--- config.mk ---
export PLATFORM = sky130hd
export DESIGN_NAME = dmem_bus_bridge
export DESIGN_NICKNAME = d
export VERILOG_FILES = /design/src/rtl/dmem_bus_bridge_pkg.sv /design/src/rtl/dmem_bus_bridge_mask_to_strb.sv /design/src/rtl/dmem_bus_bridge.sv
export SDC_FILE = /design/constraint.sdc
export NUM_CORES = 1
export LEC_CHECK = 0
export CAP_MARGIN = 20
export CORE_AREA = 2 2 205 207
export CTS_CLUSTER_DIAMETER = 80
export DETAILED_ROUTE_END_ITERATION = 12
export DIE_AREA = 0 0 207 209
export PLACE_DENSITY_LB_ADDON = 0.3
export RECOVER_POWER = 50
export SETUP_SLACK_MARGIN = 0.05
export SKIP_LAST_GASP = 1
export SYNTH_ARGS = -nofsm -noshare
export SYNTH_HDL_FRONTEND = slang
export SYNTH_SLANG_ARGS = --single-unit
--- constraint.sdc ---
create_clock -name clk -period 2.9 [get_ports clk]
set_clock_uncertainty 0.05 [all_clocks]
set_input_delay 0.87 -clock clk [delete_from_list [all_inputs] [get_ports clk]]
set_output_delay 0.87 -clock clk [all_outputs]
set_load 0.02 [all_outputs]
--- src/rtl/dmem_bus_bridge_pkg.sv ---
// rtl/dmem_bus_bridge_pkg.sv - shared widths, constants and FSM encoding for the data-memory bridge
// Purpose: common definitions imported by dmem_bus_bridge and mask_to_strb.
// Contents: ADDR_BUS/DATA_BUS default widths, ZERO_64 constant, state_e encoding.
package dmem_bus_bridge_pkg;

  localparam int          ADDR_BUS = 64;
  localparam int          DATA_BUS = 64;
  localparam logic [63:0] ZERO_64  = 64'd0;

  typedef enum logic [1:0] {
    IDLE      = 2'd0,
    REQ       = 2'd1,
    WAIT_RESP = 2'd2,
    DONE      = 2'd3
  } state_e;

endpackage

--- src/rtl/dmem_bus_bridge_mask_to_strb.sv ---
// rtl/dmem_bus_bridge_mask_to_strb.sv - reduces a bit-level write mask to byte strobes
// Purpose: strb_o[i] is set when any bit of byte lane i is enabled in mask_i.
// Ports:
//   mask_i  in  DATA_W    bit-level write mask
//   strb_o  out DATA_W/8  byte strobes
module mask_to_strb #(
  parameter int DATA_W = 64
) (
  input  logic [DATA_W-1:0]   mask_i,
  output logic [DATA_W/8-1:0] strb_o
);

  for (genvar i = 0; i < DATA_W / 8; i++) begin : g_lane
    assign strb_o[i] = |mask_i[8*i +: 8];
  end

endmodule

--- src/rtl/dmem_bus_bridge.sv ---
// rtl/dmem_bus_bridge.sv - converts single-cycle RAM requests into a valid/ready data-memory transaction
// Purpose: latches one memory-stage request, issues it on the request bus, waits for the
//          response (or a timeout), stalls the pipeline meanwhile and returns the read word.
// Ports:
//   clk, rst                       clock, asynchronous active-low reset
//   ram_rd_en/ram_wr_en            request strobes from the memory stage
//   ram_rd_addr/ram_wr_addr        byte addresses
//   ram_wdata/ram_wmask            lane-shifted write data and bit mask
//   flush                          drops a request that has not been issued
//   stall, ram_rdata, mem_err      pipeline hold, read word, one-cycle error pulse
//   req_*                          request channel toward data memory
//   resp_valid/resp_rdata/resp_err response channel from data memory
module dmem_bus_bridge
  import dmem_bus_bridge_pkg::*;
#(
  parameter int ADDR_W  = ADDR_BUS,
  parameter int DATA_W  = DATA_BUS,
  parameter int TIMEOUT = 255
) (
  input  logic                clk,
  input  logic                rst,
  input  logic                ram_rd_en,
  input  logic                ram_wr_en,
  input  logic [ADDR_W-1:0]   ram_rd_addr,
  input  logic [ADDR_W-1:0]   ram_wr_addr,
  input  logic [DATA_W-1:0]   ram_wdata,
  input  logic [DATA_W-1:0]   ram_wmask,
  input  logic                flush,
  output logic                stall,
  output logic [DATA_W-1:0]   ram_rdata,
  output logic                mem_err,
  output logic                req_valid,
  input  logic                req_ready,
  output logic                req_write,
  output logic [ADDR_W-1:0]   req_addr,
  output logic [DATA_W-1:0]   req_wdata,
  output logic [DATA_W/8-1:0] req_wstrb,
  input  logic                resp_valid,
  input  logic [DATA_W-1:0]   resp_rdata,
  input  logic                resp_err
);

  localparam int                STRB_W     = DATA_W / 8;
  localparam logic [ADDR_W-1:0] ALIGN_MASK = {{(ADDR_W-3){1'b1}}, 3'b000};
  // Last counter value before the timeout fires: the cycle in which the
  // increment would reach TIMEOUT is the final waiting cycle.
  localparam logic [7:0]        TMO_LAST   = 8'(TIMEOUT - 1);

  state_e              state_q, state_d;
  logic                write_q;
  logic                conflict_q;
  logic [ADDR_W-1:0]   addr_q;
  logic [DATA_W-1:0]   wdata_q;
  logic [STRB_W-1:0]   strb_q;
  logic [7:0]          cnt_q;
  logic [DATA_W-1:0]   rdata_q;
  logic                err_q, err_d;

  logic [STRB_W-1:0]   new_strb;
  logic                req_present;
  logic                take;
  logic                skip;
  logic                tmo;

  mask_to_strb #(.DATA_W(DATA_W)) u_mask_to_strb (
    .mask_i (ram_wmask),
    .strb_o (new_strb)
  );

  assign req_present = ram_rd_en | ram_wr_en;
  assign take        = (state_q == IDLE) && req_present && !flush;
  // A write that touches no byte has nothing to do on the bus.
  assign skip        = take && ram_wr_en && (new_strb == '0);
  // A response in the final waiting cycle wins over the timeout.
  assign tmo         = (state_q == WAIT_RESP) && !resp_valid && (cnt_q == TMO_LAST);

  // State register
  always_ff @(posedge clk or negedge rst) begin
    if (!rst) state_q <= IDLE;
    else      state_q <= state_d;
  end

  // Next-state logic (state and error pulse)
  always_comb begin
    state_d = state_q;
    err_d   = 1'b0;
    case (state_q)
      IDLE: begin
        if (take) begin
          state_d = skip ? DONE : REQ;
          if (skip) err_d = ram_rd_en & ram_wr_en;
        end
      end
      REQ: begin
        if (req_ready) state_d = WAIT_RESP;
      end
      WAIT_RESP: begin
        if (resp_valid) begin
          state_d = DONE;
          err_d   = resp_err | conflict_q;
        end else if (tmo) begin
          state_d = DONE;
          err_d   = 1'b1;
        end
      end
      default: state_d = IDLE;
    endcase
  end

  // Output logic
  always_comb begin
    stall     = 1'b0;
    req_valid = 1'b0;
    case (state_q)
      IDLE:      stall = req_present && !flush;
      REQ:       begin stall = 1'b1; req_valid = 1'b1; end
      WAIT_RESP: stall = 1'b1;
      default:   stall = 1'b0;
    endcase
  end

  // Request latch, timeout counter and response capture
  always_ff @(posedge clk or negedge rst) begin
    if (!rst) begin
      write_q    <= 1'b0;
      conflict_q <= 1'b0;
      addr_q     <= '0;
      wdata_q    <= '0;
      strb_q     <= '0;
      cnt_q      <= 8'd0;
      rdata_q    <= ZERO_64[DATA_W-1:0];
      err_q      <= 1'b0;
    end else begin
      err_q <= err_d;
      if (take) begin
        write_q    <= ram_wr_en;
        conflict_q <= ram_rd_en & ram_wr_en;
        addr_q     <= (ram_wr_en ? ram_wr_addr : ram_rd_addr) & ALIGN_MASK;
        wdata_q    <= ram_wr_en ? ram_wdata : '0;
        strb_q     <= ram_wr_en ? new_strb : '0;
      end
      if (state_q == REQ && req_ready)
        cnt_q <= 8'd0;
      else if (state_q == WAIT_RESP && !resp_valid)
        cnt_q <= cnt_q + 8'd1;
      if (state_q == WAIT_RESP && resp_valid && !write_q)
        rdata_q <= resp_rdata;
    end
  end

  assign req_write = write_q;
  assign req_addr  = addr_q;
  assign req_wdata = wdata_q;
  assign req_wstrb = strb_q;
  assign ram_rdata = rdata_q;
  assign mem_err   = err_q;

endmodule

==> results.yml, run 1 <==
synth:
  syn_area_mm2: 0.008581
  synth_seq_area_share: 0.6124
  synth_cell_types: 34
  syn_inst: 669
  avgSynthCellArea_um2: 12.83
  ys_warn_count: 0
  ys_seq_elements: 210
clock_tree:
  clockBufferDepth: 3
  clk_latency_ps: 530
  cts_max_level: 1
  clockRootBuffer: "clkbuf_16"
  clkSinkCount: 210
  cts_hold_buf: 0
  path_clk_slew_ps: 50
  cts_tree: "yes"
  cts_buffers: 26
route:
  viasPerCell: 4.161
  route.detailed.wl_per_inst_um: 17.28
  first_pass_iters: 4
  drc: 0
  drt_iter0_drc: 262
  via_count: 7303
  wl_mm: 30.32
  ant_nets: 0
setup_path:
  cp_top_family: "simple AND/OR/NAND/NOR gates"
  worstPathArrival_ps: 1890
  crit_buf_inv: 2
  critPathLaunchType: "input port"
  critPathKind: "input port to output port"
  cp_data_required_time_ps: 1980
  crit_path_cell_trace: "dlygate4sd2_1, nor2_2, or3b_4, a21oi_4, buf_6"
  crit_fanout: 2
  worst_setup_path_end_kind: "output port"
  cpPeakStageDelay_ps: 380
  cp_slowest_cell: "or3b_4"
die:
  core_mm2: 0.04129
  die-area_mm2: 0.04326
  die_h_um: 209
  row_count: 75
  initial_core_util: 0.2078
  ios: 532
  fp.dieW_um: 207
finish:
  regArea_mm2: 0.005255
  design_area_mm2: 0.01532
  area_growth_pct: 78.58
  drive_gt1_frac: 0.05757
  multi_input_area_mm2: 0.003074
  final_cell_mix: "516 x clkdlybuf4s50_1, 210 x dfrtp_1, 74 x nand2_1"
  layout_commonest_cell: "clkdlybuf4s50_1"
  diodes: 0
  final_cell_count_no_fill: 1755
  final_nets: 1534
  fillers: 4082
power_and_ir_drop:
  ir_drop_uv: 359.3
  leakage_nw: 6.583
  clkPwrFrac: 0.204
  internal-power_mw: 10.08
  switching_power_mw: 5.657
  pwr_density_cell_mw_per_mm2: 1027
  p_sw_frac: 0.3594
  combPwrFrac: 0.473
  p_seq_frac: 0.323
outcome:
  status: "finished with violations"
  failed_checks: "capacitance limit, slew limit"
global_route:
  antenna_found_initial: 2
  grt_pass1_wl_mm: 46.04
  grtUsageTotal: 0.1349
  gr-total-overflow: 0
  grt_pass1_vias: 7669
  grt_max_degree: 169
place:
  dp.cells: 1703
  port-buffer-count: 522
  place.gp.congestion: 0.7370
  dp_hpwl_mm: 22.70
  placed_area_mm2: 0.01447
  dp_slack_ps: -250.3
sta:
  drv_slew: 68
  layout_min_cycle_time_ps: 2806
  post-route-period-util: 0.9674
  setup_violations: 0
  slew_headroom: -0.3250
  hold_viol_final: 0
  max_freq_mhz: 356.4
  rsz0062_at_grt: "yes"
  tightest_slew_ps: 1988
  finalWorstSetupSlack_ps: 94.47
hold_path:
  min_path_type: "flop to flop"
job:
  maxCapViolCount: 1
cells in the mapped netlist, drive strengths merged:
cell / instances / share of area
nand3b: 1 / 0.00088
nand3: 4 / 0.0023
conb: 1 / 0.00044
xnor2: 3 / 0.0031
o21ai: 63 / 0.037
or3b: 1 / 0.0010
nand4: 5 / 0.0036
xor2: 3 / 0.0031
mux2i: 62 / 0.072
buf: 34 / 0.026
mux2: 64 / 0.084
dfrtp: 210 / 0.61
and3b: 1 / 0.0010
a21o: 1 / 0.00088
and2: 1 / 0.00073
nand2b: 2 / 0.0015
nor2b: 1 / 0.00073
inv: 5 / 0.0022
nor2: 13 / 0.0057
nor3: 1 / 0.00058
a22o: 73 / 0.075
or3: 1 / 0.00073
o31ai: 2 / 0.0017
nor4: 17 / 0.012
a21oi: 3 / 0.0017
and3: 1 / 0.00073
clkbuf: 14 / 0.0061
ha: 6 / 0.0087
nand2: 74 / 0.032
o221ai: 2 / 0.0020
cells by family after synthesis:
group	share of synthesized area
muxes	0.1563
buffers and inverters	0.03398
adders and majority gates	0.008749
and+or+nand+nor	0.06431
other	0.0004370
DFF	0.6124
xor gates and xnor gates	0.006125
AOI/OAI and AO/OA	0.1177
final timing paths:
| check | startpoint | to | slack (ps) | depth (start not counted) |
|---|---|---|---|---|
| max in group asynchronous | rst | ram_rdata[61]$_DFFE_PN0P_ | 480 | 2 |
| worst min register to register | req_addr[41]$_DFFE_PN0N_ | req_addr[41]$_DFFE_PN0N_ | 430 | 2 |
| worst min-delay path | req_addr[41]$_DFFE_PN0N_ | req_addr[41]$_DFFE_PN0N_ | 430 | 2 |
| worst max-delay path | ram_rd_en | stall | 90 | 5 |
| min in group asynchronous | rst | ram_rdata[17]$_DFFE_PN0P_ | 870 | 1 |
| worst max register to register | state_q[0]$_DFFE_PN0P_ | req_addr[18]$_DFFE_PN0N_ | 280 | 8 |
what timing repair did:
action / 4_1_cts / 5_1_grt
endpoints found under the setup margin: 2 / 1
gates resized for setup: 8 / 0
setup buffers: 5 / 3
pin swaps: 3 / 2
endpoints found under the hold margin: 0 / 0
metrics by stage:
stage	util	power (mW)	TNS, ps	hold slack, ps
finish	0.3711	15.74	0	427.3
global route	0.3711	16.64	0	448.0
detailed placement	0.3503	12.61	-409.2	424.9
global placement	0.3503	12.53	-383.6	416.2
floorplan	-	8.608	0	407.5
CTS	0.3724	16.00	0	295.3
worst register-to-register path: cells and delay by family (launching register included):
kind | cells | cell delay, ps
flops | 1 | 370
fa+ha+maj | 1 | 160
buf+inv | 4 | 1150
simple gates | 2 | 680
compound gates | 1 | 120
power by group through the flow:
stage	registers, mW	logic, mW	clock network [mW]
3_3_place_gp	5.08	7.45	0
4_1_cts	5.10	7.57	3.33
6_report	5.08	7.45	3.22
3_5_place_dp	5.12	7.48	0
5_1_grt	5.28	7.90	3.47
2_1_floorplan	6.77	1.84	0
sequential cells by signal, summed over array words and instances (netlist names):
signal / cells
req_addr: 61
req_wstrb: 8
state_q: 2
conflict_q: 1
req_write: 1
mem_err: 1
ram_rdata: 64
req_wdata: 64
cnt_q: 8
routing by layer:
metal	track usage	wire length [um]	part of all wire	vias to the layer above
li1	-	-	-	3457
met1	0.1699	12730	0.42	3442
met2	0.2197	14100	0.47	365
met3	0.04223	2721	0.090	39
met4	0.04458	770	0.025	0
met5	0	0	0	-
final cells by class:
type,instances,area share
flip-flops and latches,210,0.3429
clock buffers,40,0.05250
clock inverters,4,0.003593
inverters,5,0.001225
well taps,539,0.04401
repair buffers,549,0.3551
multi-input cells,408,0.2006
Power figures use the tool's default switching activity.
==> inputs of run 2 (changes only) <==
CTS_CLUSTER_DIAMETER = not set   (was 80)
SLEW_MARGIN = 40   (was not set)
clock period = 2.5 ns   (was 2.9 ns; I/O delays follow)
==> run 2 against run 1 <==
Effect of this change: the run ends with capacitance limit, slew limit, setup timing left; register-to-register slack better by 230 ps; sequential power grew 16%; utilization about the same; clock-buffer cell count shrank 4; global-route usage grew 0.22 points; cell area grew 0.12%.
==> results.yml, run 2 (same netlist as run 1, synthesis figures left out) <==
outcome:
  status: "finished with violations"
  failed_checks: "capacitance limit, slew limit, setup timing"
setup_path:
  reg2reg_to: "ram_rdata[16]$_DFFE_PN0P_"
  cp_data_required_time_ps: 1700
  crit_fanout: 2
  worstPathArrival_ps: 1820
  r2r_cells: 6
  worstSetupEndpoint: "stall"
  rrSetupSlack_ps: 510
  critPathKind: "flop to output port"
  r2r_start: "state_q[1]$_DFFE_PN0P_"
  critPathLaunchType: "flop"
  worst_setup_path_end_kind: "output port"
  crit_start: "state_q[1]$_DFFE_PN0P_"
sta:
  finalWorstSetupSlack_ps: -122.7
  fin_setup_tns_ps: -122.7
  setup_violations: 1
  max_freq_mhz: 381.3
  hold_viol_final: 0
  layout_min_cycle_time_ps: 2623
  post-route-period-util: 1.049
  rsz0062_at_grt: "yes"
  slew_headroom: -0.08577
  drv_slew: 60
  fin_hold_ws_ps: 429.4
  tightest_slew_ps: 1629
die:
  die-area_mm2: 0.04326
  initial_core_util: 0.2078
  core_mm2: 0.04129
  die_h_um: 209
  fp.dieW_um: 207
  ios: 532
  row_count: 75
power_and_ir_drop:
  clkPwrFrac: 0.195
  leakage_nw: 6.614
  pwr_density_cell_mw_per_mm2: 1180
  p_sw_frac: 0.3630
  combPwrFrac: 0.478
  switching_power_mw: 6.569
  ir_drop_uv: 440.8
  p_seq_frac: 0.327
  total_power_mw: 18.10
  internal-power_mw: 11.53
finish:
  design_area_mm2: 0.01534
  postLayoutCoreUtil: 0.3716
  final_cell_mix: "513 x clkdlybuf4s50_1, 210 x dfrtp_1, 74 x nand2_1"
  final_cell_count_no_fill: 1763
  layout_commonest_cell: "clkdlybuf4s50_1"
  final_nets: 1541
  multi_input_area_mm2: 0.003080
  area_growth_pct: 78.80
  regArea_mm2: 0.005255
  fillers: 4135
  drive_gt1_frac: 0.06787
route:
  via_count: 7321
  ant_nets: 0
  drt_iter0_drc: 196
  viasPerCell: 4.153
  first_pass_iters: 4
  wl_mm: 30.23
  route.detailed.wl_per_inst_um: 17.15
  drc: 0
clock_tree:
  path_clk_slew_ps: 60
  cts_buffers: 25
  clockBufferDepth: 3
  cts_tree: "yes"
  clockRootBuffer: "clkbuf_16"
  cts_max_level: 1
  clk_latency_ps: 520
  clkSinkCount: 210
place:
  placed_area_mm2: 0.01454
  dp.cells: 1713
  port-buffer-count: 522
  place.gp.congestion: 0.7530
  dp_slack_ps: -402.6
  dp_hpwl_mm: 23.00
hold_path:
  min_from: "req_addr[39]$_DFFE_PN0N_"
  min_path_type: "flop to flop"
global_route:
  grt_pass1_wl_mm: 47.06
  gr-total-overflow: 0
  grt_pass1_vias: 7803
  antenna_found_initial: 2
  grt_max_degree: 108
  grtUsageTotal: 0.1372
job:
  maxCapViolCount: 1
==> run 2: changes by cell type in the layout (fill, tap and decap cells not counted), sizes merged, moves of 2 or more <==
cell           change
buf               +12
clkbuf             -8
clkdlybuf4s50      -3
clkinv             +2
clkinvlp           +2
dlygate4sd2        +2
==> run 2: area by class of cell <==
cell class / instances / share of cell area
Timing Repair Buffer: 557 / 0.3597
Sequential cell: 210 / 0.3425
Multi-Input combinational cell: 408 / 0.2008
Clock buffer: 36 / 0.04738
Tap cell: 539 / 0.04396
Clock inverter: 7 / 0.004241
Inverter: 5 / 0.001223
Antenna cell: 1 / 0.0001631
==> run 2: critical path, stage by stage, from the launching register on <==
cell and delay [ps]:
dfrtp_1 390, inv_2 90, ha_4 140, or3b_4 390
a21oi_4 140, buf_6 150
==> run 2: worst min-delay path by stage <==
stage	endpoint	depth (start not counted)	slack, ps
detailed placement	req_addr[22]$_DFFE_PN0N_	2	420
finish	req_addr[39]$_DFFE_PN0N_	2	430
global route	ram_rdata[41]$_DFFE_PN0P_	1	450
CTS	req_wdata[38]$_DFFE_PN0N_	1	120
global placement	req_addr[43]$_DFFE_PN0N_	2	420
floorplan	cnt_q[0]$_DFFE_PN0P_	0	400
==> run 2: timing repair <==
item	CTS	global route
setup buffers	5	1
setup endpoints to repair	5	2
pin swaps	2	1
endpoints found under the hold margin	0	0
gates cloned	0	0
hold buffers	0	0
resized for setup	13	1
==> run 2: power by group through the flow <==
stage | registers (mW) | logic (mW) | clock network (mW)
finish | 5.91 | 8.65 | 3.53
CTS | 5.93 | 8.78 | 3.67
global route | 6.15 | 9.21 | 3.83
global placement | 5.91 | 8.65 | 0
detailed placement | 5.96 | 8.68 | 0
floorplan | 7.86 | 2.13 | 0
==> run 2: routing by layer <==
layer / vias to the layer above / global-route usage / routed length [um]
met1: 3458 / 0.1718 / 12720
met4: 0 / 0.04828 / 933
met5: - / 0 / 0
met2: 343 / 0.2197 / 13830
met3: 49 / 0.04734 / 2750
li1: 3471 / - / -
==> inputs of run 3 (changes only) <==
CORE_AREA = 2 2 208 210   (was 2 2 205 207)
CTS_BUF_LIST = sky130_fd_sc_hd__clkbuf_2 sky130_fd_sc_hd__clkbuf_4 sky130_fd_sc_hd__clkbuf_8   (was not set)
DIE_AREA = 0 0 210 212   (was 0 0 207 209)
==> run 3 against run 2 <==
Effect of this change: the flow still finishes with violations (capacitance limit, slew limit, setup timing); largest cell class unchanged; register-to-register slack lost 220 ps; first-iteration DRC count is 72% higher; flip-flop and latch count is the same; sequential share of layout area decreased by 0.29 points; largest power group unchanged; critical path type unchanged; cell area up 0.86%; via count grew 2.1%; die area up 2.9%.
==> results.yml, run 3 (same netlist as run 1, synthesis figures left out) <==
outcome:
  status: "finished with violations"
  failed_checks: "capacitance limit, slew limit, setup timing"
sta:
  finalWorstSetupSlack_ps: -135.2
  layout_min_cycle_time_ps: 2635
  post-route-period-util: 1.054
  slew_headroom: -0.07143
  tightest_slew_ps: 1607
  fin_hold_ws_ps: 426.7
  rsz0062_at_grt: "yes"
  max_freq_mhz: 379.5
  setup_violations: 1
  drv_slew: 59
  hold_viol_final: 0
global_route:
  grtUsageTotal: 0.1415
  grt_max_degree: 65
  use_met2: 0.2358
  use_met1: 0.1698
  antenna_found_initial: 2
  grt_pass1_vias: 7779
  grt_busiest_layer: "met2"
  gr-total-overflow: 0
  use_met3: 0.05657
  grt_pass1_wl_mm: 47.53
die:
  die-area_mm2: 0.04452
  die_h_um: 212
  core_mm2: 0.04251
  initial_core_util: 0.2019
  fp.dieW_um: 210
  ios: 532
  row_count: 76
place:
  dp_hpwl_mm: 24.89
  dp.cells: 1731
  placed_area_mm2: 0.01462
  place.gp.congestion: 0.7729
  dp_slack_ps: -835.0
  port-buffer-count: 522
setup_path:
  cp_top_family: "flip-flops"
  worstPathArrival_ps: 1840
  critPathKind: "flop to output port"
  worst_setup_path_end_kind: "output port"
  cp_slowest_cell: "dfrtp_1"
  critPathLaunchType: "flop"
  cpPeakStageDelay_ps: 390
  cp_data_required_time_ps: 1700
  crit_path_cell_trace: "inv_2, ha_4, or3b_4, a21oi_4, buf_6"
  crit_buf_inv: 2
  crit_fanout: 2
finish:
  design_area_mm2: 0.01547
  multi_input_area_mm2: 0.003089
  final_cell_count_no_fill: 1804
  area_growth_pct: 80.34
  diodes: 0
  regArea_mm2: 0.005255
  final_nets: 1565
  drive_gt1_frac: 0.09539
  layout_commonest_cell: "clkdlybuf4s50_1"
  fillers: 4247
  final_cell_mix: "496 x clkdlybuf4s50_1, 210 x dfrtp_1, 74 x nand2_1"
job:
  maxCapViolCount: 1
route:
  route.detailed.wl_per_inst_um: 17.83
  drc: 0
  viasPerCell: 4.144
  ant_nets: 0
  drt_iter0_drc: 338
  via_count: 7476
  wl_mm: 32.16
  first_pass_iters: 7
power_and_ir_drop:
  ir_drop_uv: 370.1
  leakage_nw: 6.805
  pwr_density_cell_mw_per_mm2: 1179
clock_tree:
  clkSinkCount: 210
  cts_buffers: 39
  clockRootBuffer: "clkbuf_8"
  cts_tree: "yes"
  path_clk_slew_ps: 60
  clockBufferDepth: 3
  cts_hold_buf: 0
  clk_latency_ps: 560
  cts_max_level: 2
hold_path:
  min_path_type: "flop to flop"
==> run 3: cell count changes in the layout (fill, tap and decap cells not counted), moves of 3 or more <==
cell	change
clkbuf_8	+41
clkbuf_16	-25
clkdlybuf4s50_1	-17
dlygate4sd2_1	+13
clkbuf_4	+12
buf_4	+9
dlymetal6s2s_1	+4
clkbuf_2	-3
==> run 3: area by class of cell <==
class / count / share of cell area
Inverter: 5 / 0.001213
Sequential cell: 210 / 0.3396
Timing Repair Buffer: 567 / 0.3600
Clock inverter: 9 / 0.007762
Tap cell: 546 / 0.04415
Multi-Input combinational cell: 408 / 0.1996
Clock buffer: 59 / 0.04762
==> run 3: worst min-delay path, stage by stage, from the launching register on <==
cell and delay, ps:
dfrtp_1 330, nand2_1 50, o21ai_1 60
==> run 3: stage by stage <==
| step | total power, mW | util | TNS [ps] |
|---|---|---|---|
| 6_report | 18.25 | 0.3641 | -135.2 |
| 3_3_place_gp | 14.68 | 0.3435 | -44610 |
| 3_5_place_dp | 14.78 | 0.3439 | -39960 |
| 2_1_floorplan | 9.986 | - | -121.8 |
| 4_1_cts | 18.57 | 0.3645 | -225.5 |
| 5_1_grt | 19.35 | 0.3641 | -4955 |
==> run 3: worst paths after layout <==
kind                                          start                         to  slack [ps]  depth (start not counted)
min                        req_addr[58]$_DFFE_PN0N_   req_addr[58]$_DFFE_PN0N_         430                          2
max in group asynchronous                       rst   req_wdata[2]$_DFFE_PN0N_         270                          2
min reg2reg                req_addr[58]$_DFFE_PN0N_   req_addr[58]$_DFFE_PN0N_         430                          2
min in group asynchronous                       rst  ram_rdata[48]$_DFFE_PN0P_         550                          1
max                          state_q[1]$_DFFE_PN0P_                      stall        -140                          5
max reg2reg                  state_q[0]$_DFFE_PN0P_   req_addr[28]$_DFFE_PN0N_         290                          8
==> run 3: timing repair <==
| item | in CTS | in global routing |
|---|---|---|
| setup buffers | 2 | 3 |
| gates cloned | 0 | 0 |
| resized for setup | 36 | 6 |
| hold endpoints to repair | 0 | 0 |
| pin swaps | 1 | 3 |
| endpoints found under the setup margin | 28 | 39 |
==> run 3: per-layer routing <==
metal / part of all wire / up-vias
met5: 0.00090 / -
met4: 0.016 / 4
met3: 0.094 / 41
met2: 0.48 / 352
met1: 0.41 / 3540
li1: - / 3539
==> run 3: report_power, final <==
group          internal, mW  switching [mW]
logic                  4.36            4.29
registers              5.03           0.911
clock network          2.19            1.46
total                  11.6            6.67
